$ cat config.mk
export PLATFORM = sky130hd
export DESIGN_NAME = dual_issue_scheduler
export DESIGN_NICKNAME = d
export VERILOG_FILES = /design/src/rtl/dual_issue_scheduler.sv
export SDC_FILE = /design/constraint.sdc
export NUM_CORES = 1
export LEC_CHECK = 0
export BUFFER_PORTS_ARGS = -buffer_cell sky130_fd_sc_hd__buf_2
export CORE_ASPECT_RATIO = 1.75
export CORE_MARGIN = 1.5
export CORE_UTILIZATION = 43
export DETAILED_ROUTE_END_ITERATION = 8
export GPL_ROUTABILITY_DRIVEN = 0
export SLEW_MARGIN = 20
export SYNTH_ARGS = -nofsm -noshare
export SYNTH_HDL_FRONTEND = slang
export SYNTH_SLANG_ARGS = --single-unit
$ cat constraint.sdc
create_clock -name clk -period 7.3 [get_ports clk]
set_input_delay 0.365 -clock clk [delete_from_list [all_inputs] [get_ports clk]]
set_output_delay 0.365 -clock clk [all_outputs]
set_load 0.03 [all_outputs]
$ cat src/rtl/dual_issue_scheduler.sv
// In-order dual-issue front end: instruction queue, register decode, scoreboard and pair issue.
// Issue is combinational from the queue head; fetch_ready is registered and needs two free entries.
module dual_issue_scheduler #(
    parameter int QDEPTH   = 4,
    parameter int ALU_LAT  = 1,
    parameter int LOAD_LAT = 2
) (
    input  logic        clk,
    input  logic        reset,
    input  logic [1:0]  fetch_valid,
    input  logic [31:0] fetch_instr0,
    input  logic [31:0] fetch_instr1,
    input  logic [31:0] fetch_pc0,
    input  logic [31:0] fetch_pc1,
    output logic        fetch_ready,
    input  logic        flush,
    output logic        issue0_valid,
    output logic [31:0] issue0_instr,
    output logic [31:0] issue0_pc,
    output logic        issue1_valid,
    output logic [31:0] issue1_instr,
    output logic [31:0] issue1_pc,
    output logic        stall
);
    localparam int PW = $clog2(QDEPTH);
    localparam int NW = PW + 1;
    localparam int CW = 4;
    localparam logic [CW-1:0] LOAD_SET = CW'(LOAD_LAT - 1);
    localparam logic [CW-1:0] ALU_SET  = CW'(ALU_LAT - 1);

    typedef struct packed {
        logic rs1;
        logic rs2;
        logic wr;
        logic load;
        logic mem;
        logic ctl;
        logic other;
    } dec_t;

    function automatic dec_t decode(input logic [31:0] i);
        dec_t d;
        d = '0;
        case (i[6:0])
            7'b0110011: begin d.rs1 = 1'b1; d.rs2 = 1'b1; d.wr = 1'b1; end
            7'b0010011: begin d.rs1 = 1'b1; d.wr = 1'b1; end
            7'b0000011: begin d.rs1 = 1'b1; d.wr = 1'b1; d.load = 1'b1; d.mem = 1'b1; end
            7'b0100011: begin d.rs1 = 1'b1; d.rs2 = 1'b1; d.mem = 1'b1; end
            7'b1100011: begin d.rs1 = 1'b1; d.rs2 = 1'b1; d.ctl = 1'b1; end
            7'b1101111: begin d.wr = 1'b1; d.ctl = 1'b1; end
            7'b0110111: begin d.wr = 1'b1; end
            default:    begin d.rs1 = 1'b1; d.rs2 = 1'b1; d.wr = 1'b1; d.other = 1'b1; end
        endcase
        // Writes to x0 are never tracked, so they create no hazards either.
        d.wr = d.wr && (i[11:7] != 5'd0);
        return d;
    endfunction

    logic [31:0]   q_instr [QDEPTH];
    logic [31:0]   q_pc    [QDEPTH];
    logic [PW-1:0] head, tail, head1;
    logic [NW-1:0] count, count_nxt, enq_n, deq_n;
    logic [CW-1:0] cnt [32];
    logic [31:0]   h0, h1;
    dec_t          d0, d1;
    logic          rdy0, rdy1, raw1, waw1, iss0, iss1, enq, enq2;

    assign head1 = head + PW'(1);
    assign h0    = q_instr[head];
    assign h1    = q_instr[head1];
    assign d0    = decode(h0);
    assign d1    = decode(h1);

    assign rdy0 = (!d0.rs1 || cnt[h0[19:15]] == '0) && (!d0.rs2 || cnt[h0[24:20]] == '0)
               && (!d0.wr  || cnt[h0[11:7]]  == '0);
    assign rdy1 = (!d1.rs1 || cnt[h1[19:15]] == '0) && (!d1.rs2 || cnt[h1[24:20]] == '0)
               && (!d1.wr  || cnt[h1[11:7]]  == '0);
    assign raw1 = d0.wr && ((d1.rs1 && h1[19:15] == h0[11:7]) || (d1.rs2 && h1[24:20] == h0[11:7]));
    assign waw1 = d0.wr && d1.wr && (h1[11:7] == h0[11:7]);

    assign iss0 = (count != '0) && !flush && rdy0;
    assign iss1 = iss0 && (count >= NW'(2)) && !d0.ctl && !d0.other && !d1.other
               && !(d0.mem && d1.mem) && !raw1 && !waw1 && rdy1;

    assign issue0_valid = iss0;
    assign issue1_valid = iss1;
    assign issue0_instr = iss0 ? h0 : '0;
    assign issue1_instr = iss1 ? h1 : '0;
    assign issue0_pc    = iss0 ? q_pc[head]  : '0;
    assign issue1_pc    = iss1 ? q_pc[head1] : '0;
    assign stall        = (count != '0) && !iss0;

    assign enq       = fetch_ready && fetch_valid[0] && !flush;
    assign enq2      = enq && fetch_valid[1];
    assign enq_n     = enq2 ? NW'(2) : (enq ? NW'(1) : '0);
    assign deq_n     = iss1 ? NW'(2) : (iss0 ? NW'(1) : '0);
    assign count_nxt = count + enq_n - deq_n;

    always_ff @(posedge clk or posedge reset) begin
        if (reset) begin
            head        <= '0;
            tail        <= '0;
            count       <= '0;
            fetch_ready <= 1'b1;
        end else if (flush) begin
            head        <= tail;
            count       <= '0;
            fetch_ready <= 1'b1;
        end else begin
            head        <= head + PW'(deq_n);
            tail        <= tail + PW'(enq_n);
            count       <= count_nxt;
            fetch_ready <= (count_nxt <= NW'(QDEPTH - 2));
        end
    end

    always_ff @(posedge clk) begin
        if (enq) begin
            q_instr[tail] <= fetch_instr0;
            q_pc[tail]    <= fetch_pc0;
        end
        if (enq2) begin
            q_instr[tail + PW'(1)] <= fetch_instr1;
            q_pc[tail + PW'(1)]    <= fetch_pc1;
        end
    end

    // Issue loads the counter; otherwise pending counts drain by one per edge.
    always_ff @(posedge clk or posedge reset) begin
        if (reset) begin
            for (int r = 0; r < 32; r++) cnt[r] <= '0;
        end else begin
            for (int r = 1; r < 32; r++) begin
                if (iss0 && d0.wr && h0[11:7] == 5'(r))
                    cnt[r] <= d0.load ? LOAD_SET : ALU_SET;
                else if (iss1 && d1.wr && h1[11:7] == 5'(r))
                    cnt[r] <= d1.load ? LOAD_SET : ALU_SET;
                else if (cnt[r] != '0)
                    cnt[r] <= cnt[r] - CW'(1);
            end
        end
    end
endmodule
== Word-level counts from Yosys, hierarchy flattened ==
Memory sizes are Yosys's and may differ from the RTL's.
Index checks and enable logic that the tools add are counted.

* Flip-flop bits (word level): 132
* Memory bits (writable): 256
* Output and inout bits: 132
* Memories kept: 2
* Bits of input ports: 133

* Eq/ne operators: 79
* Magnitude comparators: 8
* Reduce and logical (&&, ||, !) cells: 187
* Mux-type cells: 137
* Bitwise operators: 6
* $add $sub $neg: 37

{| class="wikitable"
|+ Memory list
! name !! depth !! bits a word !! rd ports !! clocked after memory_dff !! wr ports !! line !! RTL
|-
| q_instr || 4 || 32 || 2 || 0 || 2 || 59 || <nowiki>logic [31:0] q_instr [QDEPTH];</nowiki>
|-
| q_pc || 4 || 32 || 2 || 0 || 2 || 60 || <nowiki>logic [31:0] q_pc [QDEPTH];</nowiki>
|}

{| class="wikitable"
|+ Operators with widths
! operator !! count
|-
| 2-to-1 mux 4 bit || 105
|-
| == test 5 bit, second input constant || 32
|-
| 2-to-1 mux 32 bit || 4
|-
| nonzero test 4 bit || 31
|-
| subtractor 4 x 1 -> 4 bit, second input constant || 31
|-
| binary-select mux 4 bit (select 5 bit) || 6
|-
| nonzero test 3 bit || 32
|-
| logical AND 1 bit || 90
|-
| == test 5 x 4 -> 1 bit, second input constant || 16
|-
| == test 7 x 6 -> 1 bit, second input constant || 6
|-
| == test 5 x 3 -> 1 bit, second input constant || 8
|-
| greater-or-equal comparator 6 bit, second input constant || 6
|-
| NOT 5 -> 6 bit || 6
|-
| == test 7 bit, second input constant || 4
|-
| logical NOT 4 bit || 6
|-
| == test 5 x 2 -> 1 bit, second input constant || 4
|-
| 2-to-1 mux 1 bit || 18
|-
| == test 5 bit || 3
|-
| == test 7 x 2 -> 1 bit, second input constant || 2
|-
| == test 7 x 5 -> 1 bit, second input constant || 2
|-
| OR reduction 2 bit || 7
|-
| OR reduction 7 bit || 2
|-
| == test 5 x 1 -> 1 bit, second input constant || 2
|-
| nonzero test 5 bit || 2
|-
| other kinds (11) || 29
|}

== Logic depth before layout (Yosys ltp) ==
An unclocked memory read counts as a cell.

* Depth after elaboration: 22
* Depth in mapped cells: 23

== Least setup slack after synthesis ==
Ideal clock, no wire load.

* Path kind: reg2reg
* Start: register fetch_ready
* End: memory q_instr[3][0], enable pin
* Data arrival time: 5.514 ns
* Clock period less this slack: 6.092 ns
* Setup slack: 1.208 ns
* Stages on the path, launching flop included: 3
* Data required time: 6.722 ns
* Cell sequence: dfstp_2 > nand3b_1 > nor3b_1

{| class="wikitable"
|+ RTL lines
! element !! line !! RTL
|-
| start: declaration || 15 || <nowiki>output logic fetch_ready,</nowiki>
|-
| start signal: assignment || 113 || <nowiki>fetch_ready <= (count_nxt <= NW'(QDEPTH - 2));</nowiki>
|-
| end: declaration || 59 ||
|}

== Final worst setup path ==
* Start: register head[1]
* End: output issue1_instr[11]

* Word-level cells in the longest chain between the ends: 19
* Elaborated cells on any way between the ends: 104
* Classes of those cells: add/sub: 1; eq/ne: 17; mux: 26; bitwise: 6; reduce/logical: 53; memory: 1

{| class="wikitable"
|+ RTL lines
! element !! line !! RTL
|-
| start: declaration || 61 || <nowiki>logic [PW-1:0] head, tail, head1;</nowiki>
|-
| start signal: assignment || 106 || <nowiki>head <= tail;</nowiki>
|-
| start signal: assignment || 110 || <nowiki>head <= head + PW'(deq_n);</nowiki>
|-
| memory read (4 x 32 bit) * || - ||
|-
| NOT 5 -> 6 bit (not written as such) || 74 || <nowiki>assign rdy0 = (!d0.rs1 || cnt[h0[19:15]] == '0) && (!d0.rs2 || cnt[h0[24:20]] == '0)</nowiki>
|-
| binary-select mux 4 bit (select 5 bit) || 74 ||
|-
| 2-to-1 mux 4 bit (not written as such) (2 in a row) || 74 ||
|-
| logical NOT 4 bit || 74 ||
|-
| logical OR 1 bit || 74 ||
|-
| logical AND 1 bit || 74 ||
|-
| logical AND 1 bit || 75 || <nowiki>&& (!d0.wr || cnt[h0[11:7]] == '0);</nowiki>
|-
| logical AND 1 bit || 81 || <nowiki>assign iss0 = (count != '0) && !flush && rdy0;</nowiki>
|-
| logical AND 1 bit (4 in a row) || 82 || <nowiki>assign iss1 = iss0 && (count >= NW'(2)) && !d0.ctl && !d0.other && !d1.other</nowiki>
|-
| logical AND 1 bit (4 in a row) || 83 || <nowiki>&& !(d0.mem && d1.mem) && !raw1 && !waw1 && rdy1;</nowiki>
|-
| 2-to-1 mux 32 bit * || 88 || <nowiki>assign issue1_instr = iss1 ? h1 : '0;</nowiki>
|-
| end: declaration || 21 || <nowiki>output logic [31:0] issue1_instr,</nowiki>
|}

Mark *: on every way between the ends. The rest lies on a longest branch, timed or not. The select of a mux whose other input is x is not followed.

==> flow_metrics.env <==
export IMPL_status="finished clean"
export IMPL_grt_ovfl_total=0
export IMPL_start_util=0.4329
export IMPL_whs_ns=0.1193
export IMPL_yosys_warnings=4
export IMPL_cts_root_buf="clkbuf_16"
export IMPL_fin_setup_tns_ns=0
export IMPL_synth_top_family_by_area="multiplexers"
export IMPL_core_um2=60960
export IMPL_syn_nets=2472
export IMPL_timing_hold_violations_final=0
export IMPL_critPathMaxStageDelay_ns=0.99
export IMPL_drive_above_1_share=0.3333
export IMPL_leakage_uw=0.01137
export IMPL_start_kind="register"
export IMPL_dieWidth_um=190.3
export IMPL_timing_final_crit_share=0.9364
export IMPL_cts_htree_levels=2
export IMPL_synth_distinct_cells=96
export IMPL_synth_seq_area_share=0.4165
export IMPL_slew_violations=0
export IMPL_setup_viol=0
export IMPL_stdcell_count=3346
export IMPL_tritoncts="done"
export IMPL_io_buffers=264
export IMPL_drc=0
export IMPL_area_delta_synth_final_pct=13.45
export IMPL_layout_nets=2709
export IMPL_post_cts_setup_buffer_count=0
export IMPL_synthFlopType="edfxtp_1"
export IMPL_cts_sinks=388
export IMPL_synthCells=2280
export IMPL_num_vias=21360
export IMPL_dieArea_um2=62920
export IMPL_avgRoutedWirePerCell_um=27.89
export IMPL_ys_top_cells_by_count="282 x mux2_2, 256 x edfxtp_1, 177 x nor2_1, 131 x dfrtp_1, 130 x mux4_2"
export IMPL_synth_xor_area_frac=0.01095
export IMPL_dr_pass1_iters=6
export IMPL_fp_dieH_um=330.7
export IMPL_muxShareOfSynthArea=0.2654
export IMPL_arrival_ns=6.47
export IMPL_crit_type="reg2out"
export IMPL_rows=120
export IMPL_end_kind="output port"
export IMPL_wl_mm=93.32
export IMPL_power_density_nw_per_um2=382.5
export IMPL_drv_cap=0
export IMPL_synth_top_cell_by_area="edfxtp_1"
export IMPL_clock_latency_ns=0.58
export IMPL_antenna_found_initial=12
export IMPL_tightest_slew_ns=1.129
export IMPL_ctsResizeCount=0
export IMPL_place_hpwl_mm=65.67
export IMPL_yosysTopAreaCellShare=0.2913
export IMPL_crit_chain="mux4_2 > or2_1 > o22ai_1 > a221o_1 > a2bb2oi_1 > a211oi_1 > o311ai_4 > buf_8 > inv_2 > nand3_4 > inv_2 > nand2_1 > inv_1 > buf_2"
export IMPL_netlist_top_cells_area="edfxtp_1 29%, dfrtp_1 12%, mux2_2 12%"
export IMPL_fill_cells=5621
export IMPL_dpl_worst_slack_ns=1.044
export IMPL_synth_simple_area_share=0.1479
export IMPL_ys_seq_elements=388
export IMPL_max_freq_mhz=146.3
export IMPL_first_global_vias=21440
export IMPL_synthAdderAreaFrac=0.02854
export IMPL_skew_ns=0.03176
export IMPL_slew_headroom=0.2401
export IMPL_placed_cells=3266
export IMPL_ir_drop_uv=268.3
export IMPL_cts_made_buffers=40
export IMPL_yosysMostFrequentCell="mux2_2"
export IMPL_grt_first_pass_wirelength_mm=137.6
export IMPL_crit_slowest_cell="mux4_2"
export IMPL_finalCriticalPeriod_ns=6.836
export IMPL_rsz0062_at_grt="no"
export IMPL_synth_compound_area_share=0.09265
export IMPL_ant_nets=0
export IMPL_io_pins=265
export IMPL_crit_top_cell="inv_2"
export IMPL_async_flop_share=0.3402
export IMPL_synth_edf_count=256
export IMPL_drtIter0Drc=1881
export IMPL_syn_area_um2=26390
export IMPL_hp_class="in2reg"
export IMPL_clkTransAtPathRegs_ns=0.07
export IMPL_synth_avg_cell_area_um2=11.57
export IMPL_path_max_fanout=38
export IMPL_utilization=0.4911
export IMPL_finalWorstSetupSlack_ns=0.4641
export IMPL_cts_buffer_depth=3
export IMPL_track_usage=0.2962
export IMPL_critical_path_required_ns=6.93
export IMPL_grt_max_degree=71
export IMPL_via_per_inst=6.385
[logic make-up after synthesis]
group,after synthesis
buf+inv,221
xor+xnor,33
simple gates,739
flops,388
mux,487
fa+ha+maj,59
compound gates,353
[what timing repair did]
item | 4_1_cts | 5_1_grt
setup endpoints to repair | 0 | 0
hold buffers | 1 | 0
hold endpoints to repair | 2 | 0
[routing by layer]
layer | share of wire | track usage | vias to the layer above
li1 | - | - | 9249
met1 | 0.34 | 0.3198 | 10640
met2 | 0.49 | 0.5021 | 1086
met3 | 0.086 | 0.08095 | 377
met4 | 0.081 | 0.2073 | 16
met5 | 0.00088 | 0 | -
[per-stage QoR]
stage	area (um2)	total power [uW]
floorplan	26390	7416
global placement	28590	9044
detailed placement	28610	9185
CTS	29900	11280
global route	29930	12040
finish	29940	11450
[layout make-up]
class	count	area, um2	share of cell area
multi-input combinational	1671	14540	0.4855
sequential	388	11000	0.3674
timing repair buffer	321	1759	0.05876
clock buffer	56	1157	0.03866
tap	793	992.2	0.03314
inverter	95	359.1	0.01199
clock inverter	16	121.4	0.004054
antenna	6	15.01	0.0005015
[flip-flops by register name (all words and copies together), names as in the netlist]
signal	count
q_instr	128
q_pc	128
cnt	124
count	3
head	2
tail	2
fetch_ready	1
[cell usage in the layout (no fill, tap or decap), drive strengths merged, types with 29 or more instances in the layout]
master  instances
o21ai          64
nor4           50
a21oi          78
nand3          37
mux2i          64
inv            96
and2          121
buf           320
mux4          139
dfrtp         131
edfxtp        256
mux2          284
a211oi         30
nor2          177
or3            29
clkbuf         56
nor3           79
ha             57
nand2         126
[report_power, final]
part,internal (uW),switching (uW)
clock network,1150,930
registers,2920,683
logic,2280,3490
[worst max-delay path, delay by kind of cell (launching register included)]
kind                   cells  cell delay [ns]
and+or+nand+nor            3             1.40
DFF                        1             0.84
buffers and inverters      5             1.29
muxes                      1             0.99
AOI/OAI and AO/OA          5             1.31
[path summary, 6_finish.rpt]
kind / to / slack, ns / start / depth (start not counted)
worst min register to register: cnt[36]$_DFFE_PP0P_ / 0.56 / cnt[36]$_DFFE_PP0P_ / 1
min in group asynchronous: cnt[3]$_DFFE_PP0P_ / 0.52 / reset / 3
max in group asynchronous: cnt[63]$_DFFE_PP0P_ / 5.20 / reset / 4
worst max-delay path: issue1_instr[11] / 0.46 / head[1]$_DFF_PP0_ / 14
worst min-delay path: q_pc[2][4]$_DFFE_PP_ / 0.12 / fetch_pc1[4] / 2
worst max register to register: cnt[48]$_DFFE_PP0P_ / 1.15 / head[1]$_DFF_PP0_ / 15
Power figures use the tool's default switching activity.
